$ cat config.mk
export PLATFORM = sky130hd
export DESIGN_NAME = id_ex_pipe_reg
export DESIGN_NICKNAME = d
export VERILOG_FILES = /design/src/rtl/id_ex_pipe_reg.sv
export SDC_FILE = /design/constraint.sdc
export NUM_CORES = 1
export LEC_CHECK = 0
export CAP_MARGIN = 20
export CELL_PAD_IN_SITES_DETAIL_PLACEMENT = 0
export CELL_PAD_IN_SITES_GLOBAL_PLACEMENT = 1
export CORE_ASPECT_RATIO = 0.75
export CORE_MARGIN = 5
export CORE_UTILIZATION = 29
export CTS_CLUSTER_SIZE = 20
export DETAILED_ROUTE_END_ITERATION = 16
export GPL_TIMING_DRIVEN = 0
export MAX_ROUTING_LAYER = met4
export PLACE_DENSITY = 0.76
export SYNTH_ARGS = -nofsm -noshare
export SYNTH_HDL_FRONTEND = slang
export SYNTH_SLANG_ARGS = --single-unit
$ cat constraint.sdc
create_clock -name clk -period 1.4 [get_ports clk]
set_input_delay 0.28 -clock clk [delete_from_list [all_inputs] [get_ports clk]]
set_output_delay 0.28 -clock clk [all_outputs]
set_load 0.05 [all_outputs]
$ cat src/rtl/id_ex_pipe_reg.sv
// -----------------------------------------------------------------------------
// id_ex_pipe_reg
// ID->EX pipeline register for the 8-bit RISC-V datapath.
// It holds one instruction slot between the ID and EX stages. ID hands over an
// instruction with a valid/ready handshake. EX can stall the slot. A flush
// turns the slot into a bubble. A saturating counter records the idle cycles
// that EX sees.
//
// Ports
//   clk, rst_n               clock, asynchronous active-low reset
//   id_valid / id_ready      ID-side handshake (id_ready is combinational)
//   id_pc, id_rs1_data,
//   id_rs2_data, id_imm_ext  ID-stage data fields (DATA_W)
//   id_rd                    destination register index (REG_ADDR_W)
//   id_alu_op                ALU opcode (3 bits)
//   id_ctrl                  {alu_src,mem_read,mem_write,reg_write,mem_to_reg}
//   flush                    kill the slot (branch taken / exception)
//   ex_ready / ex_valid      EX-side handshake
//   ex_*                     registered copies of the id_* fields
//   cnt_clr                  synchronous clear of bubble_cnt
//   bubble_cnt               saturating count of edges with EX ready but idle
// -----------------------------------------------------------------------------
module id_ex_pipe_reg #(
   parameter int DATA_W     = 8,
   parameter int REG_ADDR_W = 3,
   parameter int CNT_W      = 8
) (
   input  logic                  clk,
   input  logic                  rst_n,
   input  logic                  id_valid,
   output logic                  id_ready,
   input  logic [DATA_W-1:0]     id_pc,
   input  logic [DATA_W-1:0]     id_rs1_data,
   input  logic [DATA_W-1:0]     id_rs2_data,
   input  logic [DATA_W-1:0]     id_imm_ext,
   input  logic [REG_ADDR_W-1:0] id_rd,
   input  logic [2:0]            id_alu_op,
   input  logic [4:0]            id_ctrl,
   input  logic                  flush,
   input  logic                  ex_ready,
   output logic                  ex_valid,
   output logic [DATA_W-1:0]     ex_pc,
   output logic [DATA_W-1:0]     ex_rs1_data,
   output logic [DATA_W-1:0]     ex_rs2_data,
   output logic [DATA_W-1:0]     ex_imm,
   output logic [REG_ADDR_W-1:0] ex_rd,
   output logic [2:0]            ex_alu_op,
   output logic [4:0]            ex_ctrl,
   input  logic                  cnt_clr,
   output logic [CNT_W-1:0]      bubble_cnt
);

   typedef enum logic {EMPTY = 1'b0, FULL = 1'b1} state_t;

   localparam logic [CNT_W-1:0] CNT_MAX = {CNT_W{1'b1}};
   localparam int               REG_WRITE_BIT = 1;

   state_t                  state_q, state_d;
   logic [DATA_W-1:0]       pc_q, pc_d;
   logic [DATA_W-1:0]       rs1_q, rs1_d;
   logic [DATA_W-1:0]       rs2_q, rs2_d;
   logic [DATA_W-1:0]       imm_q, imm_d;
   logic [REG_ADDR_W-1:0]   rd_q, rd_d;
   logic [2:0]              alu_op_q, alu_op_d;
   logic [4:0]              ctrl_q, ctrl_d;
   logic [CNT_W-1:0]        cnt_q, cnt_d;

   logic                    load;
   logic [4:0]              ctrl_in;

   // The slot can take a new entry when it is empty, or when EX consumes the
   // current entry on the same edge. This lets loads run back-to-back.
   assign id_ready = (state_q == EMPTY) | ex_ready;
   assign load     = id_valid & id_ready & ~flush;

   // A write to x0 must never reach the regfile, so reg_write is dropped here.
   always_comb begin
      ctrl_in = id_ctrl;
      if (id_rd == '0) begin
         ctrl_in[REG_WRITE_BIT] = 1'b0;
      end
   end

   // Next-state logic. Priority is flush > load > drain > hold.
   always_comb begin
      state_d  = state_q;
      pc_d     = pc_q;
      rs1_d    = rs1_q;
      rs2_d    = rs2_q;
      imm_d    = imm_q;
      rd_d     = rd_q;
      alu_op_d = alu_op_q;
      ctrl_d   = ctrl_q;

      if (flush) begin
         // Data fields keep their values. Only the fields that could cause
         // side effects are zeroed.
         state_d  = EMPTY;
         ctrl_d   = '0;
         alu_op_d = '0;
      end else if (load) begin
         state_d  = FULL;
         pc_d     = id_pc;
         rs1_d    = id_rs1_data;
         rs2_d    = id_rs2_data;
         imm_d    = id_imm_ext;
         rd_d     = id_rd;
         alu_op_d = id_alu_op;
         ctrl_d   = ctrl_in;
      end else if ((state_q == FULL) && ex_ready) begin
         // Drain: the slot becomes a bubble. ctrl is zeroed so that an empty
         // slot can never cause a memory or regfile write.
         state_d = EMPTY;
         ctrl_d  = '0;
      end
   end

   // Bubble counter. It counts edges where EX is ready but has nothing to
   // take. It ignores flush. A clear takes priority over an increment.
   always_comb begin
      cnt_d = cnt_q;
      if (cnt_clr) begin
         cnt_d = '0;
      end else if (ex_ready && (state_q == EMPTY) && (cnt_q != CNT_MAX)) begin
         cnt_d = cnt_q + 1'b1;
      end
   end

   always_ff @(posedge clk or negedge rst_n) begin
      if (!rst_n) begin
         state_q  <= EMPTY;
         pc_q     <= '0;
         rs1_q    <= '0;
         rs2_q    <= '0;
         imm_q    <= '0;
         rd_q     <= '0;
         alu_op_q <= '0;
         ctrl_q   <= '0;
         cnt_q    <= '0;
      end else begin
         state_q  <= state_d;
         pc_q     <= pc_d;
         rs1_q    <= rs1_d;
         rs2_q    <= rs2_d;
         imm_q    <= imm_d;
         rd_q     <= rd_d;
         alu_op_q <= alu_op_d;
         ctrl_q   <= ctrl_d;
         cnt_q    <= cnt_d;
      end
   end

   assign ex_valid    = (state_q == FULL);
   assign ex_pc       = pc_q;
   assign ex_rs1_data = rs1_q;
   assign ex_rs2_data = rs2_q;
   assign ex_imm      = imm_q;
   assign ex_rd       = rd_q;
   assign ex_alu_op   = alu_op_q;
   assign ex_ctrl     = ctrl_q;
   assign bubble_cnt  = cnt_q;

endmodule

## Word level (Yosys, flattened, before mapping)

Cells that the tools add are included.

| operators by class | value |
|---|---|
| add/subtract/negate cells | 1 |
| multiply operators | 0 |
| divide/modulo/power cells | 0 |
| magnitude comparators | 0 |
| eq/ne operators | 1 |
| shifts and indexed selects | 0 |
| multiplexer cells | 11 |
| bitwise logic cells | 5 |
| reduce and logical (&&, ||, !) cells | 8 |

Operators by type and width:

| operator | count |
|---|---|
| 8-bit two-way mux | 2 |
| 5-bit two-way mux | 3 |
| 8-bit by 1-bit adder with 8-bit output, second input constant | 1 |
| 8-bit inequality test, second input constant | 1 |
| 3-bit two-way mux | 2 |
| 1-bit two-way mux | 4 |
| 2-bit nonzero test | 2 |
| 1-bit logical AND | 3 |
| 3-bit logical NOT | 1 |
| 3-bit nonzero test | 1 |
| 1-bit AND | 2 |
| 1-bit NOT | 2 |
| 2-bit AND reduction | 1 |
| 1-bit OR | 1 |

| storage, ports and cells | value |
|---|---|
| register bits after elaboration | 52 |
| bits in latches | 0 |
| RAM bits | 0 |
| memory bits (read-only) | 0 |
| input port bits | 49 |
| output and inout bits | 53 |
| word-level logic and storage cells | 35 |
| memories | 0 |

## Longest topological paths before layout

Gate-level depths: netlist of run 1.

| depth | value |
|---|---|
| depth after elaboration | 6 |
| depth in mapped cells | 5 |
| depth with buffers taken out | 5 |

## Least setup slack after synthesis of run 1

Ideal clock, no wire load.

| path | value |
|---|---|
| path kind | flip-flop to flip-flop |
| start point | register state_q (netlist: ex_valid) |
| end point | register imm_q[0] (netlist: ex_imm[0]) |
| setup time | 125 ps |
| arrival time | 1696 ps |
| data required time | 1275 ps |
| setup slack | -421 ps |
| stages on the path, launching flop included | 6 |
| buffers on the path | 1 |
| period minus slack after synthesis | 1821 ps |
| path through | dfrtp_1 -> nand2b_2 -> nand2_4 -> nor2_8 -> buf_6 -> mux2_4 |

| between the ends | value |
|---|---|
| cells in the longest elaborated chain, start to end | 5 |

Ends and longest elaborated chain:

| item | line | text |
|---|---|---|
| start, declared | 58 | `state_t state_q, state_d;` |
| start signal, assigned | 141 | `state_q <= state_d;` |
| 1-bit NOT | 73 | `assign id_ready = (state_q == EMPTY) \| ex_ready;` |
| 1-bit OR | 73 |  |
| net id_ready | 31 | `output logic id_ready,` |
| 1-bit AND (2 in series) | 74 | `assign load = id_valid & id_ready & ~flush;` |
| 2-bit AND reduction (no source line) | n/a |  |
| end signal, assigned | 145 | `imm_q <= imm_d;` |
| end, declared | 62 | `logic [DATA_W-1:0] imm_q, imm_d;` |

The timed path passes the listed nets, and every way through them passes these cells.
A chain may end at the register's enable or synchronous reset.

## Worst setup path in the final report of run 1

| path | value |
|---|---|
| start point | register state_q (netlist: ex_valid) |
| end point | register rs1_q[4] (netlist: ex_rs1_data[4]) |

| between the ends | value |
|---|---|
| cells in the longest elaborated chain, start to end | 5 |

Ends and longest elaborated chain:

| item | line | text |
|---|---|---|
| 1-bit NOT | 73 |  |
| 1-bit OR | 73 |  |
| 1-bit AND (2 in series) | 74 |  |
| 2-bit AND reduction (no source line) | n/a |  |
| end signal, assigned | 143 | `rs1_q <= rs1_d;` |
| end, declared | 60 | `logic [DATA_W-1:0] rs1_q, rs1_d;` |

No other way between the ends.

==> metrics.md, run 1 <==
| Metric | Value |
|---|---|
| Final Util | roughly 49% |
| Total GRT Usage | 12.0% |
| Slew @ Worst Pin | 0.655 ns |
| Fin crit share | 104% |
| Die W | 112 um |
| Unrepaired setup endpoints after global routing | yes |
| Top-level I/O count | 102 |
| Mapped Area | 2260 um2 |
| WP data arrival | 1.64 ns |
| Post-layout instance area | 3660 um2 |
| Synthesized area per cell | 14.8 um2 |
| CTS max path bufs | 2 |
| Initial core utilization | a little under a third |
| CP bufs+invs | 1 |
| Worst Hold Class | in2reg |
| H-tree Lvls | 2 |
| Max cap viols | 0 |
| CTS root buffer | clkbuf_8 |
| Total power | 4470 uW |
| Final Max Slew Viols | 0 |
| Slowest-stage cell, CP | dfrtp_2 |
| Placed cell area | between 3000 and 4000 um2 |
| CTS tree | built |
| Worst Skew | between 0.004 and 0.005 ns |
| Rel. slew slack | 55.9% |
| Initial DRC count | 52 |
| Worst Setup Start Kind | flop |
| Final setup fails | 31 |
| Vias per cell | 4.32 |
| Filler cells | 680 |
| Crit path max fanout | 10 |
| Total CTS buffers | 5 |
| Mapped Cells | 152 |
| Final worst slack | -0.0512 ns |
| VDD IR max | roughly 0.00051 V |
| Status | finished, violations left |
| # diodes | 0 |
| DRC | 0 |
| Die Area | 9660 um2 |
| Layout Cells excl Fill | about 370 |
| First-pass GRT wire length | 9.00 mm |
| DR pass1 iterations | 4 |
| Largest net degree at the start of global routing | 28 |
| Vias in the first global route | 1665 |
| Buffers on Ports | between 90 and 100 |
| Final Hold Fails | 0 |
| Area Overhead vs Synth | 62.2% |
| Routed via count | 1593 |
| Clk pin slew, worst setup/hold paths | 0.10 ns |
| Critical path class | reg2reg |
| Fin nets | 317 |
| Failing checks | negative setup slack |
| Critical path cell sequence | nand2b_4 > nand2_8 > nor2_8 > buf_8 > mux2_4 |
| Number of synthesized register bits | 52 |
| Routed len/inst | 15.7 um |
| Pleak | 0.00162 uW |
| Initial antenna violation count | 0 |
| PwrDens | 1220 nW/um2 |
| Yosys warnings | 0 |
| Final HPWL DP | 4.28 mm |
| Post-Route WL | 5.79 mm |
| Delay of the slowest critical-path stage | 0.45 ns |
| CP endpoint kind | flop |
| Worst skew pair latency | 0.30 ns |
| FMAX | 689 MHz |
| Ratio of cells with drive above 1 in the final layout | 47.0% |
| FP Rows | 27 |
| Final GP Congestion | approximately 0.74 |
| Die Height | 86.4 um |
| DRT antenna net count | 0 |
| Min Tclk post-route | 1.45 ns |
| Sequential area share after synthesis | 57.7% |
| Most frequent cells in the layout | dfrtp_1, clkdlybuf4s50_1, clkdlybuf4s15_2 |
| Core Footprint | ~7500 um2 |
| Clock sink count | 52 |
| Placed Instances | 353 |
| Syn_nets | 202 |
| Yosys cell types | 33 |
| Delay-heaviest family, CP | flip-flops |
| CP required | 1.59 ns |
| GRT overflow | 0 |
flip-flops by register name, indices dropped and copies added (netlist names):
register	flops
bubble_cnt	8
ex_imm	8
ex_pc	8
ex_rs1_data	8
ex_rs2_data	8
ex_ctrl	5
ex_alu_op	3
ex_rd	3
ex_valid	1
where the power goes:
part / switching [uW] / internal [uW] / leakage, uW
sequential: 117 / 1690 / 0.000628
combinational: 974 / 659 / 0.000942
clock: 493 / 530 / 0.0000541
total: 1580 / 2880 / 0.00162
cell usage after synthesis, drive strengths merged:
master  number  area [um2]
dfrtp       52        1300
mux2        35         507
nor2        10        53.8
nand2        9        41.3
a21oi        7        35.0
buf          6        47.5
a22oi        4        30.0
o21ai        4        23.8
xor2         4        35.0
and3         3        25.0
o211ai       3        36.3
inv          2        7.51
nand4        2        27.5
or3          2        12.5
a211oi       1        7.51
and2         1        6.26
and2b        1        8.76
ha           1        12.5
mux2i        1        10.0
nand2b       1        8.76
nand3        1        5.00
nor3         1        5.00
o311ai       1        8.76
stage by stage:
step / setup TNS (ns) / setup WS (ns) / hold WS, ns
after floorplan: -6.45 / -0.206 / -0.0156
after global placement: -105.61 / -1.82 / 0.468
after detailed placement: -19.85 / -0.596 / 0.329
after CTS: -3.18 / -0.106 / 0.308
after global routing: -4.05 / -0.123 / 0.322
final: -1.13 / -0.0512 / 0.318
worst paths after layout:
check	start	to	slack (ns)	depth (start not counted)
max	ex_valid	ex_rs1_data[4]	-0.05	5
min	flush	ex_ctrl[4]	0.32	2
max reg2reg	ex_valid	ex_rs1_data[4]	-0.05	5
min reg2reg	ex_imm[5]	ex_imm[5]	0.50	1
max in group asynchronous	rst_n	bubble_cnt[2]	0.31	3
min in group asynchronous	rst_n	bubble_cnt[7]	0.53	2
final cells by class:
| cell class | instances | area (um2) | share of cell area (%) |
|---|---|---|---|
| Tap cell | 101 | 126 | 3.45 |
| Multi-Input combinational cell | 92 | 943 | 25.8 |
| Clock buffer | 5 | 68.8 | 1.88 |
| Timing Repair Buffer | 108 | 1090 | 29.9 |
| Inverter | 2 | 7.51 | 0.205 |
| Sequential cell | 52 | 1310 | 35.9 |
| Buffer | 6 | 63.8 | 1.74 |
| Clock inverter | 3 | 42.5 | 1.16 |
routing by layer:
layer	track usage [%]	share of wire (%)	vias up
li1	-	-	767
met1	15.9	48	771
met2	18.6	46	53
met3	2.72	4.9	2
met4	3.31	0.71	0
met5	-	0	-
cells by family after synthesis:
family                   Yosys count  share of synthesized area [%]
XOR/XNOR                           4                           1.55
multiplexers                      36                           22.9
AND/OR/NAND/NOR                   31                           8.60
flip-flops                        52                           57.7
adder cells (fa/ha/maj)            1                          0.555
AO/OA/AOI/OAI                     20                           6.27
buffers and inverters              8                           2.44
repair_timing:
action	in CTS	in global routing
endpoints found under the hold margin	25	0
pin swaps	1	1
hold buffers	1	0
endpoints found under the setup margin	85	46
cloned	0	1
gates resized for setup	176	13
buffers inserted	2	4
(Power assumes the default switching activity.)
==> run 2: changes to the inputs <==
- GPL_TIMING_DRIVEN: 0 -> not set
==> run 2 against run 1 <==
The flow still finishes with violations (negative setup slack). Sequential power grew 6%. Count of clock-buffer cells in the layout up 2. Global-route usage up 2.0 points. Die area stayed put.
==> metrics.md, run 2 (synthesized netlist as in run 1, its figures left out) <==
| Metric | Value |
|---|---|
| Final GP Congestion | about 0.81 |
| Pleak | 0.00190 uW |
| Final setup fails | 14 |
| Post-Route WL | 6.33 mm |
| Slowest-stage cell, CP | dfrtp_2 |
| Buffers on Ports | 101 |
| Fin nets | 327 |
| Final HPWL DP | 4.78 mm |
| Rel. slew slack | 74.9% |
| Status | finished, violations left |
| Total power | 4980 uW |
| First-pass GRT wire length | 10.4 mm |
| Initial core utilization | 30.2% |
| FMAX | 699 MHz |
| CTS tree | built |
| Die Height | about 86 um |
| Initial DRC count | 57 |
| Worst Skew | 0.00495 ns |
| FP Rows | 27 |
| Max cap viols | 0 |
| DR pass1 iterations | 4 |
| Ratio of cells with drive above 1 in the final layout | 50.7% |
| Worst Setup Start Kind | flop |
| CTS root buffer | clkbuf_8 |
| Largest net degree at the start of global routing | 53 |
| Core Footprint | between 7000 and 8000 um2 |
| Critical R2R Capture | ex_rs2_data[7] |
| Worst setup path end | ex_rs2_data[7] |
| Clock sink count | 52 |
| DRT antenna net count | 0 |
| Total CTS buffers | 5 |
| Area Overhead vs Synth | 90.4% |
| Initial antenna violation count | 0 |
| Critical path class | reg2reg |
| VDD IR max | 0.000692 V |
| Unrepaired setup endpoints after global routing | yes |
| PwrDens | 1160 nW/um2 |
| R2r setup slk | -0.03 ns |
| Final Max Slew Viols | 0 |
| DRC | 0 |
| GRT overflow | 0 |
| Failing checks | negative setup slack |
| Worst skew pair latency | roughly 0.30 ns |
| Filler cells | 616 |
| Worst Hold Class | in2async |
| R2r startpoint | ex_valid |
| CP required | 1.59 ns |
| Post-layout instance area | 4300 um2 |
| Fin crit share | 102% |
| Most frequent cells in the layout | buf_12, clkdlybuf4s50_1, dfrtp_1 |
| Crit path max fanout | 5 |
| Vias per cell | 4.34 |
| Clk pin slew, worst setup/hold paths | 0.09 ns |
| Placed cell area | 4070 um2 |
| Die W | 112 um |
| Multi-input logic area | 960 um2 |
| Delay of the slowest critical-path stage | around 0.45 ns |
| Min Tclk post-route | 1.43 ns |
| Register area | 1310 um2 |
| Final Hold Fails | 0 |
| Routed via count | 1645 |
| Slew @ Worst Pin | approximately 0.37 ns |
| WP data arrival | 1.62 ns |
| Most common cell after layout, fill and taps aside | buf_12 |
| Critical path cell sequence | nand2b_4 > nand2_4 > nor2_8 > buf_12 > buf_16 > mux2_4 |
| CP endpoint kind | flop |
| Setup crit start | ex_valid |
| R2R depth | 6 |
| Die Area | 9660 um2 |
| CTS max path bufs | 2 |
| Routed len/inst | between 15 and 20 um |
| Total GRT Usage | around 14% |
| Final worst slack | -0.0304 ns |
| Vias in the first global route | 1849 |
| # diodes | 0 |
| Top-level I/O count | 102 |
| H-tree Lvls | 2 |
run 2: cell count changes in the layout (fill, tap and decap cells not counted), moves of 3 or more:
cell / before / now
clkdlybuf4s15_2: 42 / 0
clkdlybuf4s50_1: 43 / 46
buf_2: 13 / 1
buf_12: 2 / 56
buf_4: 6 / 15
mux2_4: 30 / 33
mux2_1: 5 / 2
run 2: final cells by class:
class / instances / area share, %
timing repair buffer: 124 / 41.8
sequential: 52 / 30.6
tap: 101 / 2.94
inverter: 2 / 0.175
clock buffer: 7 / 2.01
multi-input combinational: 92 / 22.3
clock inverter: 1 / 0.175
run 2: worst max-delay path: cells and delay by family, from the launching register on:
kind                   cells  cell delay, ns
DFF                        1            0.45
and+or+nand+nor            3            0.31
muxes                      1            0.29
buffers and inverters      2            0.26
run 2: worst min path at each step:
stage                       from              to  slack (ns)  depth (start not counted)
floorplan                  rst_n   bubble_cnt[0]       -0.02                          0
global route        id_alu_op[0]    ex_alu_op[0]        0.51                          3
CTS                        rst_n   bubble_cnt[6]        0.50                          3
finish                     rst_n  ex_rs1_data[6]        0.49                          3
global placement           rst_n        ex_pc[7]        0.30                          2
detailed placement         rst_n   bubble_cnt[0]        0.30                          2
run 2: power breakdown:
part,switching (uW),internal (uW)
clock network,494,403
logic,998,1170
registers,222,1700
run 2: metrics by stage:
step / hold slack (ns) / utilization [%] / TNS, ns / std cells / setup slack, ns
global placement: 0.299 / 54.4 / -14.72 / 365 / -0.355
CTS: 0.502 / 56.9 / -0.243 / 378 / -0.0283
finish: 0.486 / 57.5 / -0.252 / 379 / -0.0304
global route: 0.515 / 57.5 / -1.24 / 379 / -0.0801
floorplan: -0.0156 / - / -6.45 / 152 / -0.206
detailed placement: 0.302 / 54.4 / -16.04 / 365 / -0.386
run 2: per-layer routing:
layer  track usage, %  vias up  share of wire (%)
met1             17.7      806                 45
met2             22.1       54                 48
li1                 -      780                  -
met4             3.98        0               0.98
met5                -        -                  0
met3             3.91        5                5.8
run 2: timing repair:
| item | in CTS | in global routing |
|---|---|---|
| endpoints found under the hold margin | 52 | 0 |
| setup endpoints to repair | 32 | 34 |
| pin swaps | 0 | 1 |
| hold buffers | 1 | 0 |
| cloned | 2 | 0 |
| setup buffers | 2 | 1 |
| gates resized for setup | 4 | 10 |
==> RTL edit 1 (config.mk and constraints of run 2) <==
Put one more register stage on the output `bubble_cnt`, cleared by the reset. The value now appears one clock later. The other outputs are not delayed to match.
--- a/src/rtl/id_ex_pipe_reg.sv
+++ b/src/rtl/id_ex_pipe_reg.sv
@@ -158,7 +158,13 @@
    assign ex_rd       = rd_q;
    assign ex_alu_op   = alu_op_q;
    assign ex_ctrl     = ctrl_q;
-   assign bubble_cnt  = cnt_q;
+   always_ff @(posedge clk or negedge rst_n) begin
+      if (!rst_n) begin
+         bubble_cnt <= '0;
+      end else begin
+         bubble_cnt <= cnt_q;
+      end
+   end
 
 endmodule
 
Function: changed (Yosys sat finds a counterexample within 4 cycles, from zero or initial values and one cycle with rst_n low).
==> RTL edit 1 against run 2 <==
- cell count up 4.7%
- total power is 26% higher
- largest power group is now registers
- clock skew increased by 0.0017 ns
- synthesized area increased by 8.9%
- routed wire length is 2.8% lower
- largest cell class unchanged
- sequential power rose by 12%
- sequential share of layout area grew 2.2 points
- sequential cell count grew 8
- final area is 7.0% higher
- critical path type unchanged
- worst setup slack gained 0.031 ns
==> RTL edit 1: results (changes against run 2) <==
{| class="wikitable"
! Metric !! Value
|-
| GRT Resource Usage Total || 0.130 (-0.00984)
|-
| Worst supply voltage drop on vdd || 0.000714 V (+3.1%)
|-
| Met3 routed wirelength || 491 µm (+33%)
|-
| Slew headroom || 0.723 (-0.0266)
|-
| Detailed Route WL || 6150 µm (-2.8%)
|-
| Final cell count without fillers || 397 (+4.7%)
|-
| Net count reported at finish || 335 (+2.4%)
|-
| Latest clock arrival within the worst-skew pair || 0.32 ns (+0.02 ns)
|-
| Wire length of the first global-routing pass || 10100 µm (-2.7%)
|-
| Wire length on met2 || 2760 µm (-9.5%)
|-
| Mapped Nets || 210 (+4.0%)
|-
| Average instance area after synthesis || 15.4 µm² (+3.4%)
|-
| Number of global-route vias before repair || 1881 (+1.7%)
|-
| Proportion of total power due to net switching || 0.302 (-0.0416)
|-
| Static Leak || 2.08 nW (+9.3%)
|-
| Clock-pin slew reported for the worst setup and hold paths after clock tree synthesis || 0.05 ns (-0.04 ns)
|-
| RR Endpoint || ex_pc[5]
|-
| Sequential-to-total area share from yosys stat || 0.611 (+0.0345)
|-
| Placed cell areas || 4230 µm² (+4.0%)
|-
| Origin of the worst min-delay path || id_valid
|-
| Routability-driven placement congestion ratio || 0.762 (-5.8%)
|-
| Endpoint arrival time on the critical path || 1.59 ns (-0.03 ns)
|-
| Slowest Stage Delay on Critical Path || 0.42 ns (-0.03 ns)
|-
| Flop2flop setup slack || 0.0006 ns (+0.03 ns)
|-
| Run status || completed
|-
| Num CTS Buffers || 9 (+4)
|-
| Dominant cells by area after synthesis || sky130_fd_sc_hd__dfrtp_1 (61%), sky130_fd_sc_hd__mux2_4 (18%), sky130_fd_sc_hd__mux2_1 (2.3%), sky130_fd_sc_hd__a21oi_1 (1.4%), sky130_fd_sc_hd__xor2_1 (1.4%)
|-
| Clock Skew || 0.00669 ns (+0.00173 ns)
|-
| Cell total after placement || 378 (+3.6%)
|-
| Pin count of the biggest net entering global routing || 61 (+15%)
|-
| Worst Hold Margin || 0.440 ns (-0.0463 ns)
|-
| Level count of the clock H-tree || 3 (+1)
|-
| Master cell of the clock root buffer || sky130_fd_sc_hd__clkbuf_16
|-
| Hold/Removal Path Class || primary input to flop
|-
| Critical Path Fanout Max || 8 (+3)
|-
| Via count || 1716 (+4.3%)
|-
| Met1 wire length || 2800 µm (-1.5%)
|-
| Dpl hpwl || 4540 µm (-4.9%)
|-
| Synth async-reset ratio || 1.00 (unchanged)
|-
| Register-to-Register Path Depth || 5 (-1)
|}
## RTL edit 1: layer usage
metal | vias up | GRT usage
met5 | - | -
met4 | 0 | 0.0522
met3 | 9 | 0.0497
met2 | 70 | 0.173
met1 | 825 | 0.177
li1 | 812 | -
## RTL edit 1: timing repair
action / in CTS / in global routing
pin swaps: 1 / 2
gates resized for setup: 12 / 5
hold buffers: 1 / 0
hold endpoints to repair: 60 / 0
endpoints found under the setup margin: 38 / 49
buffers inserted: 1 / 1
gates cloned: 1 / 0
## RTL edit 1: area by class of cell
cell class | count | area [µm²]
clock buffers | 13 | 260
clock inverters | 2 | 10.0
fillers | 668 | 3750
inverters | 2 | 7.51
multi-input cells | 92 | 940
flip-flops and latches | 60 | 1500
well taps | 108 | 135
repair buffers | 120 | 1740
## RTL edit 1: logic make-up (layout without fill, tap and decap cells)
family	count (synthesis)	count (layout)	share of synthesized area
buffers and inverters	8	137	0.0224
AND/OR/NAND/NOR	31	31	0.0790
adder cells (fa/ha/maj)	1	1	0.00509
AO/OA/AOI/OAI	20	20	0.0576
XOR/XNOR	4	4	0.0143
multiplexers	36	36	0.210
flip-flops	60	60	0.611
## RTL edit 1: worst max-delay path by stage
stage,to,depth (start not counted)
after detailed placement,ex_rs2_data[4],6
after floorplan,ex_imm[0],5
final,ex_pc[5],5
after CTS,ex_rs2_data[4],5
after global placement,ex_rs2_data[2],6
after global routing,ex_pc[5],5
## RTL edit 1: through the flow
step,util,setup slack (ns)
floorplan,-,-0.206
global placement,0.507,-0.379
detailed placement,0.507,-0.422
CTS,0.548,-0.0378
global route,0.551,-0.0572
finish,0.551,0.000607
## RTL edit 1: power groups by stage
stage,combinational (mW),sequential (mW),clock [mW]
floorplan,0.349,2.75,0
global placement,2.11,2.19,0
detailed placement,2.13,2.19,0
CTS,2.18,2.17,2.04
global route,2.24,2.19,2.12
finish,2.16,2.16,1.96
## RTL edit 1: worst register-to-register path: stages, from the launching register on
cell and delay [ns]:
sky130_fd_sc_hd__dfrtp_2 0.42, sky130_fd_sc_hd__nand2b_4 0.08, sky130_fd_sc_hd__nand2_4 0.07, sky130_fd_sc_hd__nor2_8 0.22, sky130_fd_sc_hd__buf_12 0.18, sky130_fd_sc_hd__mux2_4 0.30
==> RTL edit 2 (flow settings as in run 2) <==
Without the edit above. Set the parameter `DATA_W` to 12 (it was 8).
--- a/src/rtl/id_ex_pipe_reg.sv
+++ b/src/rtl/id_ex_pipe_reg.sv
@@ -21,7 +21,7 @@
 //   bubble_cnt               saturating count of edges with EX ready but idle
 // -----------------------------------------------------------------------------
 module id_ex_pipe_reg #(
-   parameter int DATA_W     = 8,
+   parameter int DATA_W     = 12,
    parameter int REG_ADDR_W = 3,
    parameter int CNT_W      = 8
 ) (
Interface: changed (8 resized); port bits go from 102 to 134. The function was not compared with the original's and may differ.
==> RTL edit 2 against run 2 <==
- the flow still finishes with violations (setup timing)
- worst setup slack got worse by 0.045 ns
- synthesized area increased by 26%
- largest cell class unchanged
- routed wire length is 32% higher
- sequential share of layout area shrank 1.0 points
- synthesized cell count grew 19%
- final area grew 35%
- via count grew 30%
- total power rose by 58%
- sequential cell count up 16
==> RTL edit 2: results (changes against run 2) <==
{| class="wikitable"
! Metric !! Value
|-
| Run status || finished, violations left
|-
| Violated checks || setup timing
|-
| Met1 wire length || 3580 µm (+26%)
|-
| Net count reported at finish || 419 (+28%)
|-
| Filler Cell Count || 785 (+27%)
|-
| Dominant cells by area after synthesis || sky130_fd_sc_hd__dfrtp_1 (60%), sky130_fd_sc_hd__mux2_4 (18%), sky130_fd_sc_hd__mux2_2 (6.3%), sky130_fd_sc_hd__buf_12 (2.1%), sky130_fd_sc_hd__a21oi_1 (1.2%)
|-
| Clock Skew || 0.00486 ns (-0.0000966 ns)
|-
| Routability-driven placement congestion ratio || 0.712 (-12%)
|-
| Clock buffer and inverter area fraction after layout || 0.0524 (+0.0305)
|-
| Post-CTS setup repair buffer count || 7 (+5)
|-
| Num CTS Buffers || 9 (+4)
|-
| Worst supply voltage drop on vdd || 0.000904 V (+31%)
|-
| Post-detailed-route wirelength per cell || 17.1 µm (+2.4%)
|-
| CTS-repair resized insts || 11 (+7)
|-
| Post-synthesis cell count || 181 (+19%)
|-
| Pin count of the biggest net entering global routing || 69 (+30%)
|-
| CORE AREA || 9620 µm² (+29%)
|-
| Latest clock arrival within the worst-skew pair || 0.32 ns (+0.02 ns)
|-
| Initial drt markers || 64 (+12%)
|-
| Critical Path Fanout Max || 6 (+1)
|-
| Met3 routed wirelength || 638 µm (+72%)
|-
| Flop2flop setup slack || -0.08 ns (-0.05 ns)
|-
| Static Leak || 2.59 nW (+36%)
|-
| Count of buffers not belonging to the clock network in the layout || 169 (+36%)
|-
| Master cell of the clock root buffer || sky130_fd_sc_hd__clkbuf_16
|-
| Clock-pin slew reported for the worst setup and hold paths after clock tree synthesis || 0.05 ns (-0.04 ns)
|-
| Hold/Removal Path Class || primary input to flop
|-
| Wire length of the first global-routing pass || 13400 µm (+29%)
|-
| Total number of sequential cells || 68 (+31%)
|-
| Placement Setup Slack || -0.492 ns (-0.106 ns)
|-
| Post-route worst setup slack || -0.0756 ns (-0.0452 ns)
|-
| Area used by sequential logic in the layout || 1710 µm² (+31%)
|-
| Distinct cell type count after synthesis || 30 (-9.1%)
|-
| Sequential-to-total area share from yosys stat || 0.597 (+0.0199)
|-
| Count of endpoints failing setup in the final report || 60 (+46)
|-
| Slowest Stage Delay on Critical Path || 0.43 ns (-0.02 ns)
|-
| Fraction of layout cells with a size suffix above 1 || 0.542 (+0.0347)
|}
[RTL edit 2: worst reg2reg max path, stage by stage (launching register included)]
cell	delay, ns
sky130_fd_sc_hd__dfrtp_2	0.43
sky130_fd_sc_hd__nand2b_4	0.10
sky130_fd_sc_hd__nand2_4	0.06
sky130_fd_sc_hd__nor2_4	0.12
sky130_fd_sc_hd__buf_12	0.13
sky130_fd_sc_hd__buf_12	0.11
sky130_fd_sc_hd__buf_16	0.13
sky130_fd_sc_hd__mux2_4	0.29
[RTL edit 2: power groups by stage]
stage               sequential [mW]  clock, mW  combinational, mW
floorplan                      3.39          0              0.467
global placement               2.57          0               2.90
detailed placement             2.58          0               2.94
CTS                            2.56       2.34               3.02
global route                   2.59       2.44               3.15
finish                         2.56       2.27               3.04
[RTL edit 2: stage by stage]
step / instance area, µm² / setup TNS, ns / power (mW) / hold WS, ns
6_report: 5800 / -2.25 / 7.87 / 0.439
5_1_grt: 5800 / -5.66 / 8.18 / 0.449
4_1_cts: 5680 / -2.76 / 7.91 / 0.525
3_5_place_dp: 5180 / -27.05 / 5.52 / 0.333
3_3_place_gp: 5180 / -25.45 / 5.48 / 0.331
2_1_floorplan: 2910 / -14.84 / 3.85 / -0.0156
[RTL edit 2: cells by family after synthesis]
family	synth area share
AOI/OAI and AO/OA	0.0456
xor gates and xnor gates	0.0123
adders and majority gates	0.00439
buffers and inverters	0.0386
DFF	0.597
muxes	0.251
and+or+nand+nor	0.0513
[RTL edit 2: path summary, 6_finish.rpt]
check | startpoint | end | cells after the start
max | ex_valid | ex_imm[4] | 7
min | id_valid | ex_valid | 4
max reg2reg | ex_valid | ex_imm[4] | 7
min reg2reg | ex_ctrl[3] | ex_ctrl[3] | 1
max in group asynchronous | rst_n | ex_pc[6] | 3
min in group asynchronous | rst_n | bubble_cnt[4] | 3
